==> src/rtl/c1bias_fetch_if.sv <==
// Signal bundle shared by the conv-1 bias fetcher, the bias ROM read port
// and the accumulator's valid/ready input.
interface c1bias_fetch_if #(
  parameter int PARA_WIDTH = 16,
  parameter int ADDR_WIDTH = 5
);
  logic [ADDR_WIDTH-1:0] rom_raddr;
  logic [PARA_WIDTH-1:0] rom_dout;
  logic                  bias_valid;
  logic                  bias_ready;
  logic [PARA_WIDTH-1:0] bias_data;
  logic [ADDR_WIDTH-1:0] bias_ch;

  modport master (
    output rom_raddr,
    input  rom_dout,
    output bias_valid,
    input  bias_ready,
    output bias_data,
    output bias_ch
  );

  modport slave (
    input  rom_raddr,
    output rom_dout,
    input  bias_valid,
    output bias_ready,
    input  bias_data,
    input  bias_ch
  );
endinterface

==> src/rtl/c1bias_fetch.sv <==
// Conv-1 bias fetcher: walks the bias ROM once per start, hides its one-cycle
// read latency, and streams {channel, bias} through a 4-deep FIFO.
module c1bias_fetch #(
  parameter int PARA_WIDTH = 16,
  parameter int ADDR_WIDTH = 5,
  parameter int BIAS_NUM   = 6
) (
  input  logic           clk,
  input  logic           rst,
  input  logic           start,
  output logic           busy,
  output logic           done,
  c1bias_fetch_if.master bus
);
  localparam int CNT_W = ADDR_WIDTH + 1;
  localparam int FIFO_DEPTH = 4;
  localparam logic [CNT_W-1:0] BIAS_END  = CNT_W'(BIAS_NUM);
  localparam logic [CNT_W-1:0] BIAS_LAST = CNT_W'(BIAS_NUM - 1);

  typedef enum logic [1:0] {IDLE, RUN, FINISH} state_e;

  typedef struct packed {
    logic                  vld;
    logic [ADDR_WIDTH-1:0] idx;
  } tag_t;

  typedef struct packed {
    logic [ADDR_WIDTH-1:0] ch;
    logic [PARA_WIDTH-1:0] data;
  } entry_t;

  state_e                state_q, state_d;
  logic [CNT_W-1:0]      issue_idx_q, issue_idx_d;
  logic [CNT_W-1:0]      acc_cnt_q, acc_cnt_d;
  logic [ADDR_WIDTH-1:0] rom_raddr_q, rom_raddr_d;
  tag_t                  tag0_q, tag0_d;
  tag_t                  tag1_q, tag1_d;
  entry_t                mem_q [FIFO_DEPTH];
  entry_t                mem_d [FIFO_DEPTH];
  logic [1:0]            wr_ptr_q, wr_ptr_d;
  logic [1:0]            rd_ptr_q, rd_ptr_d;
  logic [2:0]            fifo_count_q, fifo_count_d;

  logic                  issue;
  logic [ADDR_WIDTH-1:0] issue_addr;
  logic                  issue_ok;
  logic [2:0]            inflight;
  logic                  push;
  logic                  pop;
  logic                  head_valid;
  entry_t                head;

  // Reads already issued count against FIFO space, so a push never finds it full.
  assign inflight   = {2'b00, tag0_q.vld} + {2'b00, tag1_q.vld};
  assign issue_ok   = (issue_idx_q < BIAS_END) && ((fifo_count_q + inflight) < 3'd4);
  assign head_valid = (fifo_count_q != 3'd0);
  assign pop        = head_valid && bus.bias_ready;
  assign push       = tag1_q.vld;
  assign head       = mem_q[rd_ptr_q];

  // NOTE: every always_comb output gets a default first, so no path leaves a
  // signal unassigned and no latch is inferred.
  always_comb begin
    state_d     = state_q;
    issue_idx_d = issue_idx_q;
    acc_cnt_d   = acc_cnt_q;
    issue       = 1'b0;
    issue_addr  = '0;
    busy        = 1'b0;
    done        = 1'b0;

    unique case (state_q)
      IDLE: begin
        // Address 0 goes out on the start edge itself to get a 3-cycle first word.
        if (start) begin
          state_d     = RUN;
          issue       = 1'b1;
          issue_addr  = '0;
          issue_idx_d = CNT_W'(1);
          acc_cnt_d   = '0;
        end
      end
      RUN: begin
        busy = 1'b1;
        if (issue_ok) begin
          issue       = 1'b1;
          issue_addr  = issue_idx_q[ADDR_WIDTH-1:0];
          issue_idx_d = issue_idx_q + CNT_W'(1);
        end
        if (pop) begin
          acc_cnt_d = acc_cnt_q + CNT_W'(1);
          if (acc_cnt_q == BIAS_LAST) state_d = FINISH;
        end
      end
      FINISH: begin
        done    = 1'b1;
        state_d = IDLE;
      end
      default: state_d = IDLE;
    endcase
  end

  always_comb begin
    rom_raddr_d = issue ? issue_addr : rom_raddr_q;
    tag0_d      = '{vld: issue, idx: issue_addr};
    tag1_d      = tag0_q;
  end

  always_comb begin
    mem_d = mem_q;
    if (push) mem_d[wr_ptr_q] = '{ch: tag1_q.idx, data: bus.rom_dout};
    wr_ptr_d     = wr_ptr_q + {1'b0, push};
    rd_ptr_d     = rd_ptr_q + {1'b0, pop};
    fifo_count_d = fifo_count_q + {2'b00, push} - {2'b00, pop};
  end

  // NOTE: sequential state uses non-blocking assignments only, so every flop
  // samples pre-edge values regardless of process ordering.
  always_ff @(posedge clk or posedge rst) begin
    if (rst) begin
      state_q      <= IDLE;
      issue_idx_q  <= '0;
      acc_cnt_q    <= '0;
      rom_raddr_q  <= '0;
      tag0_q       <= '0;
      tag1_q       <= '0;
      wr_ptr_q     <= '0;
      rd_ptr_q     <= '0;
      fifo_count_q <= '0;
    end else begin
      state_q      <= state_d;
      issue_idx_q  <= issue_idx_d;
      acc_cnt_q    <= acc_cnt_d;
      rom_raddr_q  <= rom_raddr_d;
      tag0_q       <= tag0_d;
      tag1_q       <= tag1_d;
      wr_ptr_q     <= wr_ptr_d;
      rd_ptr_q     <= rd_ptr_d;
      fifo_count_q <= fifo_count_d;
    end
  end

  // NOTE: FIFO storage is deliberately not reset; the head is masked by valid,
  // so stale entries are never visible and the array stays plain registers.
  always_ff @(posedge clk) begin
    mem_q <= mem_d;
  end

  assign bus.rom_raddr  = rom_raddr_q;
  assign bus.bias_valid = head_valid;
  assign bus.bias_data  = head_valid ? head.data : '0;
  assign bus.bias_ch    = head_valid ? head.ch : '0;
endmodule

==> src/flat_wrapper.sv <==
// flat-port wrapper written by rule: the top's interface ports become plain ports
module c1bias_fetch_flat 
#(
  parameter int PARA_WIDTH = 16,
  parameter int ADDR_WIDTH = 5,
  parameter int BIAS_NUM   = 6
)
  (clk, rst, start, busy, done, bus_rom_raddr, bus_rom_dout, bus_bias_valid, bus_bias_ready, bus_bias_data, bus_bias_ch);
  c1bias_fetch_if #(.PARA_WIDTH(PARA_WIDTH), .ADDR_WIDTH(ADDR_WIDTH)) bus_i ();
  input  logic clk;
  input  logic rst;
  input  logic start;
  output logic busy;
  output logic done;
  output wire logic [$bits(bus_i.rom_raddr)-1:0] bus_rom_raddr;
  input wire logic [$bits(bus_i.rom_dout)-1:0] bus_rom_dout;
  output wire logic [$bits(bus_i.bias_valid)-1:0] bus_bias_valid;
  input wire logic [$bits(bus_i.bias_ready)-1:0] bus_bias_ready;
  output wire logic [$bits(bus_i.bias_data)-1:0] bus_bias_data;
  output wire logic [$bits(bus_i.bias_ch)-1:0] bus_bias_ch;
  assign bus_rom_raddr = bus_i.rom_raddr;
  assign bus_i.rom_dout = bus_rom_dout;
  assign bus_bias_valid = bus_i.bias_valid;
  assign bus_i.bias_ready = bus_bias_ready;
  assign bus_bias_data = bus_i.bias_data;
  assign bus_bias_ch = bus_i.bias_ch;
  c1bias_fetch #(.PARA_WIDTH(PARA_WIDTH), .ADDR_WIDTH(ADDR_WIDTH), .BIAS_NUM(BIAS_NUM)) u_core (.clk(clk), .rst(rst), .start(start), .busy(busy), .done(done), .bus(bus_i));
endmodule
==> config.mk <==
export PLATFORM = sky130hd
export DESIGN_NAME = c1bias_fetch_flat
export DESIGN_NICKNAME = d
export VERILOG_FILES = /design/src/rtl/c1bias_fetch_if.sv /design/src/rtl/c1bias_fetch.sv /design/src/flat_wrapper.sv
export SDC_FILE = /design/constraint.sdc
export NUM_CORES = 1
export LEC_CHECK = 0
export BUFFER_PORTS_ARGS = -buffer_cell sky130_fd_sc_hd__buf_2
export CORE_MARGIN = 4
export CORE_UTILIZATION = 50
export CTS_BUF_LIST = sky130_fd_sc_hd__clkbuf_16
export DETAILED_ROUTE_END_ITERATION = 10
export GPL_TIMING_DRIVEN = 0
export PLACE_DENSITY = 0.71
export SYNTH_ARGS = -nofsm -noshare
export SYNTH_HDL_FRONTEND = slang
export SYNTH_SLANG_ARGS = --single-unit
export TNS_END_PERCENT = 30
==> constraint.sdc <==
create_clock -name clk -period 3.7 [get_ports clk]
set_clock_uncertainty 0.15 [all_clocks]
set_input_delay 0.37 -clock clk [delete_from_list [all_inputs] [get_ports clk]]
set_output_delay 0.37 -clock clk [all_outputs]
set_load 0.01 [all_outputs]
==> results.json <==
{
  "syn_inst": 261,
  "cts.sinks": 122,
  "fin_crit_ps": 2581,
  "die_h_um": 105.5,
  "slew_violations": 0,
  "grt-ovfl-total": 0,
  "ir_drop_mv": 0.4909,
  "synth-seq-cells": 122,
  "grt_pass1_wl_mm": 13.77,
  "synthToLayoutAreaGrowth_pct": 21.99,
  "wl_per_cell_um": 17.00,
  "row_count": 35,
  "yosysTopAreaCellShare_pct": 53.08,
  "antenna_found_initial": 0,
  "synthArstFlopShare_pct": 31.15,
  "rr_worst_depth": 8,
  "layout-drive-gt1-share_pct": 32.66,
  "setup_viol": 0,
  "avgSynthCellArea_um2": 18.21,
  "synth_area_leader_cell": "edfxtp_1",
  "core-area_um2": 9240,
  "fill_cells": 669,
  "yosysMostFrequentCell": "edfxtp_1",
  "routed_via_density": 5.139,
  "start_util_pct": 51.43,
  "rsz0062_at_grt": "no",
  "drt_iter0_markers": 106,
  "fin_nets": 361,
  "worstPathRequired_ps": 3180,
  "fin_area_um2": 5797,
  "dieArea_um2": 11130,
  "reg2reg_to": "u_core.fifo_count_q[1]$_DFF_PP0_",
  "yosysWarnings": 0,
  "crit_start": "u_core.rd_ptr_q[1]$_DFF_PP0_",
  "drtAntennaViolNets": 0,
  "crit_end": "bus_bias_data[14]",
  "cts_buffer_depth": 2,
  "maxCapViolations": 0,
  "insertion_delay_ps": 410,
  "grt_pass1_vias": 2660,
  "clk_pin_slew_ps": 50,
  "n_antenna_cell": 0,
  "critPathKind": "reg -> out",
  "drc": 0,
  "grt_usage_pct": 16.42,
  "gp_congestion": 0.7369,
  "status": "finished clean",
  "vias": 2441,
  "die_w_um": 105.5,
  "cts_tree": "yes",
  "ys_seq_area_share_pct": 73.09,
  "ys_top_cells_by_area": "edfxtp_1 (53%), dfrtp_1 (20%), mux4_2 (10%)",
  "worstPathMaxFanout": 10,
  "drtPass1Iterations": 4,
  "startpoint_type": "register",
  "io_buffers": 48,
  "fmaxAchievable_mhz": 387.5,
  "r2r-start": "u_core.fifo_count_q[0]$_DFF_PP0_",
  "end_kind": "primary output",
  "htreeDepth": 4,
  "placed_area_um2": 5202,
  "synthDistinctLibCells": 42,
  "r2r_slack_ps": 1420,
  "root_buffer": "clkbuf_16",
  "fin_tns_setup_ps": 0,
  "power.total_w": 0.005291,
  "worstPathArrival_ps": 2060,
  "hpwl_mm": 5.090,
  "ys_top_cells_by_count": "edfxtp_1 (84), dfrtp_1 (38), and2_1 (28)",
  "static-leakage-power_nw": 2.247,
  "relSlewSlack_pct": 26.05,
  "wirelength_mm": 8.075,
  "synth_flop_cell": "edfxtp_1",
  "ioPinCount": 49,
  "power_density_nw_per_um2": 912.8,
  "numCtsBuffers": 17,
  "hold_class": "in -> reg",
  "period_share_pct": 69.75,
  "synth-edff-count": 84,
  "grt_max_degree": 39,
  "finalHoldViolCount": 0,
  "syn-cell-area_um2": 4752,
  "worstMarginPinSlew_ps": 1109,
  "ctsResizeCount": 0
}
[metrics by stage]
step	hold WS [ps]	std cells	setup slack [ps]	utilization, %
final	36.46	475	1119	62.74
after global routing	24.25	475	926.2	62.74
after CTS	22.43	475	1091	62.74
after detailed placement	188.9	442	1426	56.30
after global placement	182.9	439	-44.85	55.82
after floorplan	181.2	262	1081	-
[worst max-delay path, stage by stage, from the launching register on]
cell and delay [ps]:
dfrtp_1 400, buf_1 550, mux4_2 400, and2_1 170, buf_2 140
[sequential cells by signal, indices dropped and copies added (netlist names)]
| signal | cells |
|---|---|
| u_core.wr_ptr_q | 2 |
| u_core.tag1_q | 5 |
| u_core.state_q | 2 |
| u_core.issue_idx_q | 6 |
| u_core.fifo_count_q | 3 |
| u_core.mem_q | 84 |
| u_core.push | 1 |
| u_core.bus.rom_raddr | 5 |
| u_core.rd_ptr_q | 2 |
| u_core.acc_cnt_q | 6 |
| u_core.tag0_q | 6 |
[where the power goes]
| group | total, W | switching [W] | leakage [nW] | internal [W] |
|---|---|---|---|---|
| Clock | 0.00161 | 0.000563 | 0.268 | 0.00104 |
| Sequential | 0.00205 | 0.000170 | 1.25 | 0.00188 |
| Combinational | 0.00164 | 0.000857 | 0.725 | 0.000779 |
| Total | 0.00529 | 0.00159 | 2.25 | 0.00370 |
[worst min path at each step]
stage                          startpoint                    endpoint  cells past startpoint
3_3_place_gp   u_core.tag0_q[1]$_DFF_PP0_  u_core.tag1_q[1]$_DFF_PP0_                      0
5_1_grt                   bus_rom_dout[7]   u_core.mem_q[7]$_DFFE_PP_                      1
6_report                 bus_rom_dout[14]  u_core.mem_q[14]$_DFFE_PP_                      1
4_1_cts                   bus_rom_dout[4]  u_core.mem_q[25]$_DFFE_PP_                      1
3_5_place_dp   u_core.tag0_q[4]$_DFF_PP0_  u_core.tag1_q[4]$_DFF_PP0_                      0
2_1_floorplan  u_core.tag0_q[0]$_DFF_PP0_  u_core.tag1_q[0]$_DFF_PP0_                      0
[area by class of cell]
cell class              count  area [µm²]  share of cell area, %
plain buffers               9       55.05                 0.9497
clock buffers              17       425.4                  7.339
clock inverters            15       158.9                  2.741
inverters                   9       33.78                 0.5828
multi-input cells         122        1201                  20.72
flip-flops and latches    122        3473                  59.92
well taps                 129       161.4                  2.784
repair buffers             52       287.8                  4.964
[placed cells by master, fill, tap and decap left out, types with 3 or more instances in the layout]
master | Yosys | final
nor3_1 | 4 | 4
clkbuf_16 | 0 | 17
ha_1 | 7 | 7
nand3_1 | 5 | 5
clkinvlp_4 | 0 | 6
mux2i_1 | 3 | 3
o21ai_0 | 3 | 3
nand2_1 | 11 | 11
edfxtp_1 | 84 | 84
buf_2 | 2 | 50
mux4_2 | 21 | 21
bufinv_16 | 0 | 3
inv_1 | 9 | 9
xnor2_1 | 7 | 7
nor2_1 | 6 | 5
buf_6 | 2 | 4
clkinv_1 | 0 | 4
dfrtp_1 | 38 | 38
and2_1 | 28 | 28
clkbuf_1 | 3 | 3
[cells by family (layout without fill, tap and decap cells)]
family / count (synthesis) / after routing / synth area share, %
other cells: 1 / 2 / 0.07891
fa+ha+maj: 8 / 8 / 2.264
simple gates: 66 / 66 / 8.136
compound gates: 13 / 13 / 2.317
buf+inv: 18 / 102 / 1.869
mux: 24 / 24 / 10.58
xor+xnor: 9 / 9 / 1.659
flops: 122 / 122 / 73.09
[per-layer routing]
layer | routed length, µm | share of wire, % | track usage, %
met2 | 4108 | 51 | 26.78
met3 | 499 | 6.2 | 5.450
met5 | 0 | 0 | 0
met4 | 123 | 1.5 | 6.105
met1 | 3344 | 41 | 20.57
[timing repair]
item	CTS	global route
endpoints found under the hold margin	38	0
setup buffers	0	0
hold buffers	1	0
No activity file was read; power rests on OpenSTA's default activity.
